[config.mk]
export PLATFORM = sky130hd
export DESIGN_NAME = text_typewriter_ctrl_flat
export DESIGN_NICKNAME = d
export VERILOG_FILES = /design/src/rtl/text_typewriter_ctrl_pkg.sv /design/src/rtl/text_typewriter_ctrl_if.sv /design/src/rtl/text_typewriter_ctrl_pxs_frame_tick.sv /design/src/rtl/text_typewriter_ctrl.sv /design/src/flat_wrapper.sv
export SDC_FILE = /design/constraint.sdc
export NUM_CORES = 1
export LEC_CHECK = 0
export ABC_AREA = 1
export CAP_MARGIN = 40
export CORE_MARGIN = 2
export CORE_UTILIZATION = 55
export DETAILED_ROUTE_END_ITERATION = 6
export DONT_BUFFER_PORTS = 1
export HOLD_SLACK_MARGIN = 0.02
export PLACE_DENSITY_LB_ADDON = 0.05
export SYNTH_ARGS = -nofsm -noshare
export SYNTH_HDL_FRONTEND = slang
export SYNTH_SLANG_ARGS = --single-unit
[constraint.sdc]
create_clock -name px_clk -period 2.5 [get_ports px_clk]
set_input_delay 0 -clock px_clk [delete_from_list [all_inputs] [get_ports px_clk]]
set_output_delay 0 -clock px_clk [all_outputs]
set_load 0.1 [all_outputs]
[src/rtl/text_typewriter_ctrl_pkg.sv]
// Shared types and constants for the typewriter text sequencer and its helpers.
// RGB stream layout: XC in [25:16], YC in [15:6], colour bits in [5:0].
package text_typewriter_ctrl_pkg;

  typedef enum logic [1:0] {
    ST_IDLE = 2'd0,
    ST_TYPE = 2'd1,
    ST_HOLD = 2'd2
  } state_t;

  localparam logic [7:0] SPACE = 8'h20;

  localparam int RGB_W   = 26;
  localparam int COORD_W = 10;
  localparam int XC_LSB  = 16;
  localparam int YC_LSB  = 6;

  localparam int MSG_LEN_DEF     = 16;
  localparam int GSIZE_DEF       = 16;
  localparam int FRAME_DIV_DEF   = 8;
  localparam int HOLD_FRAMES_DEF = 60;

  // Width of a counter that must reach max(a,b)-1.
  function automatic int cnt_width(input int a, input int b);
    int m;
    m = (a > b) ? a : b;
    return (m <= 2) ? 1 : $clog2(m);
  endfunction

  localparam int PTR_W_DEF = $clog2(MSG_LEN_DEF);
  localparam int GLOG_DEF  = $clog2(GSIZE_DEF);
  localparam int CNT_W_DEF = cnt_width(FRAME_DIV_DEF, HOLD_FRAMES_DEF);

endpackage

[src/rtl/text_typewriter_ctrl_if.sv]
// Message load port: valid/ready byte stream with an end-of-message marker.
interface text_typewriter_ctrl_if;

  logic       wr_valid;
  logic [7:0] wr_data;
  logic       wr_last;
  logic       wr_ready;

  modport master (output wr_valid, output wr_data, output wr_last, input wr_ready);
  modport slave  (input wr_valid, input wr_data, input wr_last, output wr_ready);

endinterface

[src/rtl/text_typewriter_ctrl_pxs_frame_tick.sv]
// Frame-start detector: pulses for one cycle on the first pixel at (0,0).
// Combinational on the current pixel so consumers act in the same cycle.
module pxs_frame_tick
  import text_typewriter_ctrl_pkg::*;
(
  input  logic               px_clk,
  input  logic               rst_n,
  input  logic [COORD_W-1:0] xc,
  input  logic [COORD_W-1:0] yc,
  output logic               tick
);

  logic origin_s;
  logic origin_d_r;

  assign origin_s = (xc == 10'd0) && (yc == 10'd0);

  // Remember whether the previous pixel was already the origin.
  always_ff @(posedge px_clk or negedge rst_n) begin
    if (!rst_n) begin
      origin_d_r <= 1'b0;
    end else begin
      origin_d_r <= origin_s;
    end
  end

  assign tick = origin_s && !origin_d_r;

endmodule

[src/rtl/text_typewriter_ctrl.sv]
// Typewriter sequencer: stores a message, reveals it one glyph per FRAME_DIV
// frames and tells the downstream character stage what to draw at each pixel.
module text_typewriter_ctrl
  import text_typewriter_ctrl_pkg::*;
#(
  parameter int MSG_LEN     = MSG_LEN_DEF,
  parameter int GSIZE       = GSIZE_DEF,
  parameter int X0          = 64,
  parameter int Y0          = 32,
  parameter int FRAME_DIV   = FRAME_DIV_DEF,
  parameter int HOLD_FRAMES = HOLD_FRAMES_DEF
) (
  input  logic                   px_clk,
  input  logic                   rst_n,
  input  logic [RGB_W-1:0]       RGBStr_i,
  text_typewriter_ctrl_if.slave  wr,
  input  logic                   start,
  output logic [RGB_W-1:0]       RGBStr_o,
  output logic [7:0]             character,
  output logic [COORD_W-1:0]     posx_o,
  output logic [COORD_W-1:0]     posy_o,
  output logic                   busy,
  output logic                   done
);

  localparam int PTR_W = (MSG_LEN <= 2) ? 1 : $clog2(MSG_LEN);
  localparam int LEN_W = PTR_W + 1;
  localparam int GLOG  = $clog2(GSIZE);
  localparam int CNT_W = cnt_width(FRAME_DIV, HOLD_FRAMES);

  state_t             state_r;
  logic [7:0]         buf_r [MSG_LEN];
  logic [PTR_W-1:0]   wr_ptr_r;
  logic [LEN_W-1:0]   len_r;
  logic [LEN_W-1:0]   vis_r;
  logic [CNT_W-1:0]   cnt_r;
  logic               busy_r;
  logic               done_r;
  logic [RGB_W-1:0]   rgb_r;
  logic [7:0]         char_r;
  logic [COORD_W-1:0] posx_r;
  logic [COORD_W-1:0] posy_r;

  logic [COORD_W-1:0] xc_s;
  logic [COORD_W-1:0] yc_s;
  logic               tick_s;
  logic               wr_accept_s;
  logic [COORD_W:0]   row_end_s;
  logic               in_row_s;
  logic               in_col_s;
  logic [COORD_W-1:0] off_s;
  logic [COORD_W-1:0] idx_s;
  logic               hit_s;
  logic [7:0]         char_s;
  logic [COORD_W-1:0] posx_s;
  logic [COORD_W-1:0] posy_s;

  assign xc_s = RGBStr_i[XC_LSB +: COORD_W];
  assign yc_s = RGBStr_i[YC_LSB +: COORD_W];

  pxs_frame_tick u_frame_tick (
    .px_clk (px_clk),
    .rst_n  (rst_n),
    .xc     (xc_s),
    .yc     (yc_s),
    .tick   (tick_s)
  );

  // A start pulse has priority over a byte offered in the same cycle.
  assign wr.wr_ready  = (state_r == ST_IDLE) && !start;
  assign wr_accept_s  = wr.wr_valid && wr.wr_ready;

  // Message buffer: single write port, read asynchronously by the decoder.
  always_ff @(posedge px_clk) begin
    if (wr_accept_s) begin
      buf_r[wr_ptr_r] <= wr.wr_data;
    end
  end

  // Cell decode; row end is computed one bit wider so Y0+GSIZE=1024 works.
  always_comb begin
    row_end_s = (COORD_W+1)'(Y0) + (COORD_W+1)'(GSIZE);
    in_row_s  = (yc_s >= 10'(Y0)) && ({1'b0, yc_s} < row_end_s);
    in_col_s  = (xc_s >= 10'(X0));
    off_s     = xc_s - 10'(X0);
    idx_s     = off_s >> GLOG;
    hit_s     = in_row_s && in_col_s && (idx_s < 10'(vis_r));
    char_s    = SPACE;
    posx_s    = 10'(X0);
    posy_s    = 10'(Y0);
    if (hit_s) begin
      char_s = buf_r[idx_s[PTR_W-1:0]];
      posx_s = 10'(X0) + (idx_s << GLOG);
    end else begin
      char_s = SPACE;
      posx_s = 10'(X0);
    end
  end

  // Playback FSM together with message pointer/length bookkeeping.
  always_ff @(posedge px_clk or negedge rst_n) begin
    if (!rst_n) begin
      state_r  <= ST_IDLE;
      wr_ptr_r <= '0;
      len_r    <= '0;
      vis_r    <= '0;
      cnt_r    <= '0;
      busy_r   <= 1'b0;
      done_r   <= 1'b0;
    end else begin
      done_r <= 1'b0;
      if (wr_accept_s) begin
        if (wr.wr_last || (wr_ptr_r == PTR_W'(MSG_LEN-1))) begin
          len_r    <= LEN_W'(wr_ptr_r) + LEN_W'(1);
          wr_ptr_r <= '0;
        end else begin
          wr_ptr_r <= wr_ptr_r + PTR_W'(1);
        end
      end
      case (state_r)
        ST_IDLE: begin
          busy_r <= 1'b0;
          if (start && (len_r != '0)) begin
            vis_r   <= LEN_W'(1);
            cnt_r   <= '0;
            busy_r  <= 1'b1;
            // A one-glyph message is fully shown at once and goes straight to hold.
            state_r <= (len_r == LEN_W'(1)) ? ST_HOLD : ST_TYPE;
          end
        end
        ST_TYPE: begin
          busy_r <= 1'b1;
          if (tick_s) begin
            if (cnt_r == CNT_W'(FRAME_DIV-1)) begin
              cnt_r <= '0;
              vis_r <= vis_r + LEN_W'(1);
              if ((vis_r + LEN_W'(1)) == len_r) begin
                state_r <= ST_HOLD;
              end
            end else begin
              cnt_r <= cnt_r + CNT_W'(1);
            end
          end
        end
        ST_HOLD: begin
          busy_r <= 1'b1;
          if (tick_s) begin
            if (cnt_r == CNT_W'(HOLD_FRAMES-1)) begin
              done_r  <= 1'b1;
              vis_r   <= '0;
              cnt_r   <= '0;
              state_r <= ST_IDLE;
            end else begin
              cnt_r <= cnt_r + CNT_W'(1);
            end
          end
        end
        default: begin
          state_r <= ST_IDLE;
          busy_r  <= 1'b0;
        end
      endcase
    end
  end

  // Registered, mutually aligned outputs toward the character stage.
  always_ff @(posedge px_clk or negedge rst_n) begin
    if (!rst_n) begin
      rgb_r  <= '0;
      char_r <= SPACE;
      posx_r <= '0;
      posy_r <= '0;
    end else begin
      rgb_r  <= RGBStr_i;
      char_r <= char_s;
      posx_r <= posx_s;
      posy_r <= posy_s;
    end
  end

  assign RGBStr_o  = rgb_r;
  assign character = char_r;
  assign posx_o    = posx_r;
  assign posy_o    = posy_r;
  assign busy      = busy_r;
  assign done      = done_r;

endmodule

[src/flat_wrapper.sv]
// flat-port wrapper written by rule: the top's interface ports become plain ports
module text_typewriter_ctrl_flat import text_typewriter_ctrl_pkg::*;
#(
  parameter int MSG_LEN     = MSG_LEN_DEF,
  parameter int GSIZE       = GSIZE_DEF,
  parameter int X0          = 64,
  parameter int Y0          = 32,
  parameter int FRAME_DIV   = FRAME_DIV_DEF,
  parameter int HOLD_FRAMES = HOLD_FRAMES_DEF
)
  (px_clk, rst_n, RGBStr_i, start, RGBStr_o, character, posx_o, posy_o, busy, done, wr_wr_valid, wr_wr_data, wr_wr_last, wr_wr_ready);
  text_typewriter_ctrl_if wr_i ();
  input  logic px_clk;
  input  logic rst_n;
  input  logic [RGB_W-1:0] RGBStr_i;
  input  logic start;
  output logic [RGB_W-1:0] RGBStr_o;
  output logic [7:0] character;
  output logic [COORD_W-1:0] posx_o;
  output logic [COORD_W-1:0] posy_o;
  output logic busy;
  output logic done;
  input wire logic [$bits(wr_i.wr_valid)-1:0] wr_wr_valid;
  input wire logic [$bits(wr_i.wr_data)-1:0] wr_wr_data;
  input wire logic [$bits(wr_i.wr_last)-1:0] wr_wr_last;
  output wire logic [$bits(wr_i.wr_ready)-1:0] wr_wr_ready;
  assign wr_i.wr_valid = wr_wr_valid;
  assign wr_i.wr_data = wr_wr_data;
  assign wr_i.wr_last = wr_wr_last;
  assign wr_wr_ready = wr_i.wr_ready;
  text_typewriter_ctrl #(.MSG_LEN(MSG_LEN), .GSIZE(GSIZE), .X0(X0), .Y0(Y0), .FRAME_DIV(FRAME_DIV), .HOLD_FRAMES(HOLD_FRAMES)) u_core (.px_clk(px_clk), .rst_n(rst_n), .RGBStr_i(RGBStr_i), .wr(wr_i), .start(start), .RGBStr_o(RGBStr_o), .character(character), .posx_o(posx_o), .posy_o(posy_o), .busy(busy), .done(done));
endmodule
==> summary.txt <==
Run status
  • Status: finished, final reports clean

Critical path
  • CP max stage cell: dlygate4sd3_1
  • Worst-path fanout max: 9
  • Crit path capture type: flop
  • Cell mode on critical path: inv_1
  • CP Launch Type: flop
  • Crit path arrival time: ~2.5 ns
  • Crit-path cells: inv_1 -> ha_1 -> inv_1 -> nor2_4 -> nand2_2 -> clkinvlp_4 -> nand2_1 -> o21ai_1 -> dlygate4sd3_1
  • Crit path kind: flop to flop
  • Worst Setup SP: u_core.state_r[0]
  • Origin of the critical flop-to-flop path: u_core.state_r[0]
  • Critical Path RT: 2.81 ns
  • CP peak stage delay: 0.57 ns

Hold path
  • HP Class: input port to flop
  • Hold Path Origin: RGBStr_i[25]

Global route
  • Initial antenna violation count: 1
  • First-pass GRT wire length: about 31000 µm
  • Gr usage total: 25.8%
  • Grt total ovfl: 0
  • Largest net degree at the start of global routing: 67
  • Vias in the first global route: around 5700

Clocking
  • Cts bufs inserted: 17
  • CTS max path bufs: 2
  • Post-CTS setup repair buffer count: 0
  • CTS tree: yes
  • Clock Tree Root: clkbuf_16
  • CTS clk-pin slew, worst paths: 0.07 ns
  • CTS Sinks: approximately 190
  • H-tree depth: 4
  • Clock latency on the worst-skew pair: 0.43 ns

STA
  • RSZ-0062 raised after global routing: no
  • Final hold vios: 0
  • Worst Skew: 0.00710 ns
  • Fmax achieved: approximately 450 MHz
  • Max Slew Vio Count: 0
  • Final hold slack: 0.0369 ns
  • Worst slew pin tran: ~0.89 ns
  • Final number of setup-violating endpoints: 0
  • Max_slew headroom: 40.9%
  • Final Critical Period: roughly 2.2 ns
  • Tcrit/Tclk final: 88.1%

Floorplanning
  • FP Rows: 44
  • Core area: 14600 µm²
  • Die ar.: 16000 µm²
  • Io pins: 96
  • Chip Height: 127 µm
  • Initial Util: around 57%
  • Die Wd: 127 µm

Placed design
  • DP Cell Count: 921
  • DP HPWL: 12800 µm
  • Placed inst area: about 8500 µm²
  • IO Port Bufs: 0
  • GPL Wtd Cong: 0.859

Route
  • Routed length on met1: around 8300 µm
  • Final ANT Viol Nets: 0
  • Total wire length: ~20000 µm
  • Drt initial violations: 558
  • Vias: 5635
  • Highest routed layer: met4
  • Via-to-Cell Ratio: 5.66
  • Met3 wire len: 1160 µm
  • Met2 WL: between 9000 and 10000 µm
  • Drt first pass iters: 5
  • # DRC: 0
  • Routed WL per cell: 19.9 µm

Layout
  • Final nets: 854
  • Final Non-Filler Cells: 996
  • Commonest cells after routing, fill and taps aside: 169 x nand2_1, 128 x edfxtp_1, 73 x nor2_1, 65 x dfrtp_1, 48 x a21oi_1
  • Filler cells: 1149
  • Area Overhead vs Synth: 15.7%
  • Post-route cell area: approximately 9600 µm²
  • Layout cell share with drive strength beyond 1: 10.2%
  • Most common cell after layout, fill and taps aside: nand2_1

Power
  • Sw power: 2.68 mW
  • Clock network power share: 31.5%
  • Overall Power: 8.17 mW
  • Leakage: 3.83 nW
  • Logic pwr share: between 10% and 20%
  • Power Density: 853 nW/µm²
  • Switching part of the total power: 32.8%
  • Peak supply drop: 577 µV
  • Cell internal pwr: 5.49 mW
  • Reg power frac: between 40% and 50%

Run
  • Max cap viols: 0

Yosys
  • Synth Area per Inst: 11.2 µm²
  • Distinct cell type count after synthesis: 40
  • Ys Warns: 0
  • Register area share after synthesis: 66.4%
  • Post-Syn Area: between 8000 and 9000 µm²
  • Post-synth EDFFs: roughly 130
  • Async SR Flop Fraction: 34.0%
  • Synthesized flop and latch total: 194
  • Synth Instances: 741
  • Top FF cell, synth: edfxtp_1
-- what timing repair did --
action,in CTS,in global routing
endpoints found under the hold margin,241,0
hold buffers,40,0
gates resized for setup,0,2
setup endpoints to repair,0,1
-- cell families after synthesis --
kind of cell	after synthesis	share of synthesized area (%)
AND/OR/NAND/NOR	306	15.7
flip-flops	194	66.4
AO/OA/AOI/OAI	124	9.24
buffers and inverters	93	5.43
adder cells (fa/ha/maj)	17	2.57
XOR/XNOR	5	0.529
other	2	0.0907
-- worst paths after layout --
path	cells after the start	slack (ns)	to
worst min register to register	2	0.53	u_core.vis_r[4]
min in group asynchronous	2	0.13	u_core.len_r[3]
worst max-delay path	9	0.30	u_core.wr_ptr_r[0]
worst max register to register	9	0.30	u_core.wr_ptr_r[0]
worst min-delay path	6	0.04	u_core.character[5]
max in group asynchronous	2	2.05	u_core.character[5]
-- through the flow --
stage                     setup TNS, ns  setup slack, ns  util (%)
after CTS                             0            0.185      65.0
after global placement                0            0.441      57.8
after floorplan                   -9.57          -0.0801         -
after detailed placement              0            0.317      58.4
after global routing                  0            0.167      65.4
final                                 0            0.299      65.4
-- power by group through the flow --
stage / Clock, mW / Sequential (mW) / Combinational (mW)
2_1_floorplan: 0 / 4.03 / 1.17
3_3_place_gp: 0 / 4.07 / 1.38
3_5_place_dp: 0 / 4.08 / 1.40
4_1_cts: 2.61 / 4.01 / 1.56
5_1_grt: 2.75 / 4.03 / 1.76
6_report: 2.57 / 4.01 / 1.59
-- registers in the layout, indices dropped and copies added, names as in the netlist --
register / cells
u_core.character: 8
u_core.vis_r: 5
u_core.posx_o: 6
u_core.state_r: 2
u_core.len_r: 5
u_core.busy: 1
u_core.wr_ptr_r: 4
u_core.RGBStr_o: 26
u_core.cnt_r: 6
u_core.u_frame_tick.origin_d_r: 1
u_core.posy_o: 1
u_core.done: 1
u_core.buf_r: 128
-- cell type report --
type                    count  area, µm²  share of cell area, %
multi-input cells         466       2390                   24.9
clock buffers              18        429                   4.48
clock inverters            14        133                   1.38
inverters                  54        206                   2.16
repair buffers             65        693                   7.24
well taps                 184        230                   2.40
diodes                      1       2.50                 0.0261
flip-flops and latches    194       5500                   57.4
-- layer usage --
metal  up-vias  global-route usage [%]
met5         -                       0
met4         0                    9.70
met3        32                    6.28
met2       211                    42.9
met1      2754                    33.4
li1       2638                       -
-- worst max-delay path, delay by kind of cell (launching register included) --
kind,cells,cell delay [ns]
buffers and inverters,4,1.00
flip-flops,1,0.40
AND/OR/NAND/NOR,3,0.37
adder cells (fa/ha/maj),1,0.26
AO/OA/AOI/OAI,1,0.07
-- Yosys cell counts (2+ instances only) --
library cell | number | area share, %
a22o_1 | 20 | 2.1
nand2_1 | 170 | 7.7
inv_2 | 7 | 0.32
o21ai_1 | 15 | 0.91
nand2_2 | 2 | 0.15
clkinv_1 | 2 | 0.091
buf_2 | 14 | 0.85
nand3_2 | 3 | 0.36
dfrtp_1 | 65 | 20
nor2_2 | 2 | 0.15
nand4_1 | 14 | 1.1
o22ai_1 | 7 | 0.53
o21bai_1 | 2 | 0.18
o21ai_2 | 4 | 0.42
edfxtp_1 | 128 | 46
clkbuf_1 | 4 | 0.18
inv_1 | 45 | 2.0
buf_6 | 2 | 0.27
o21ai_0 | 18 | 1.1
a21oi_1 | 48 | 2.9
nor3_1 | 6 | 0.36
a32o_1 | 6 | 0.73
nor2_4 | 2 | 0.27
xor2_1 | 4 | 0.42
conb_1 | 2 | 0.091
ha_1 | 17 | 2.6
buf_4 | 18 | 1.6
nand3_1 | 29 | 1.8
nor2_1 | 74 | 3.4
(Power assumes the default switching activity.)
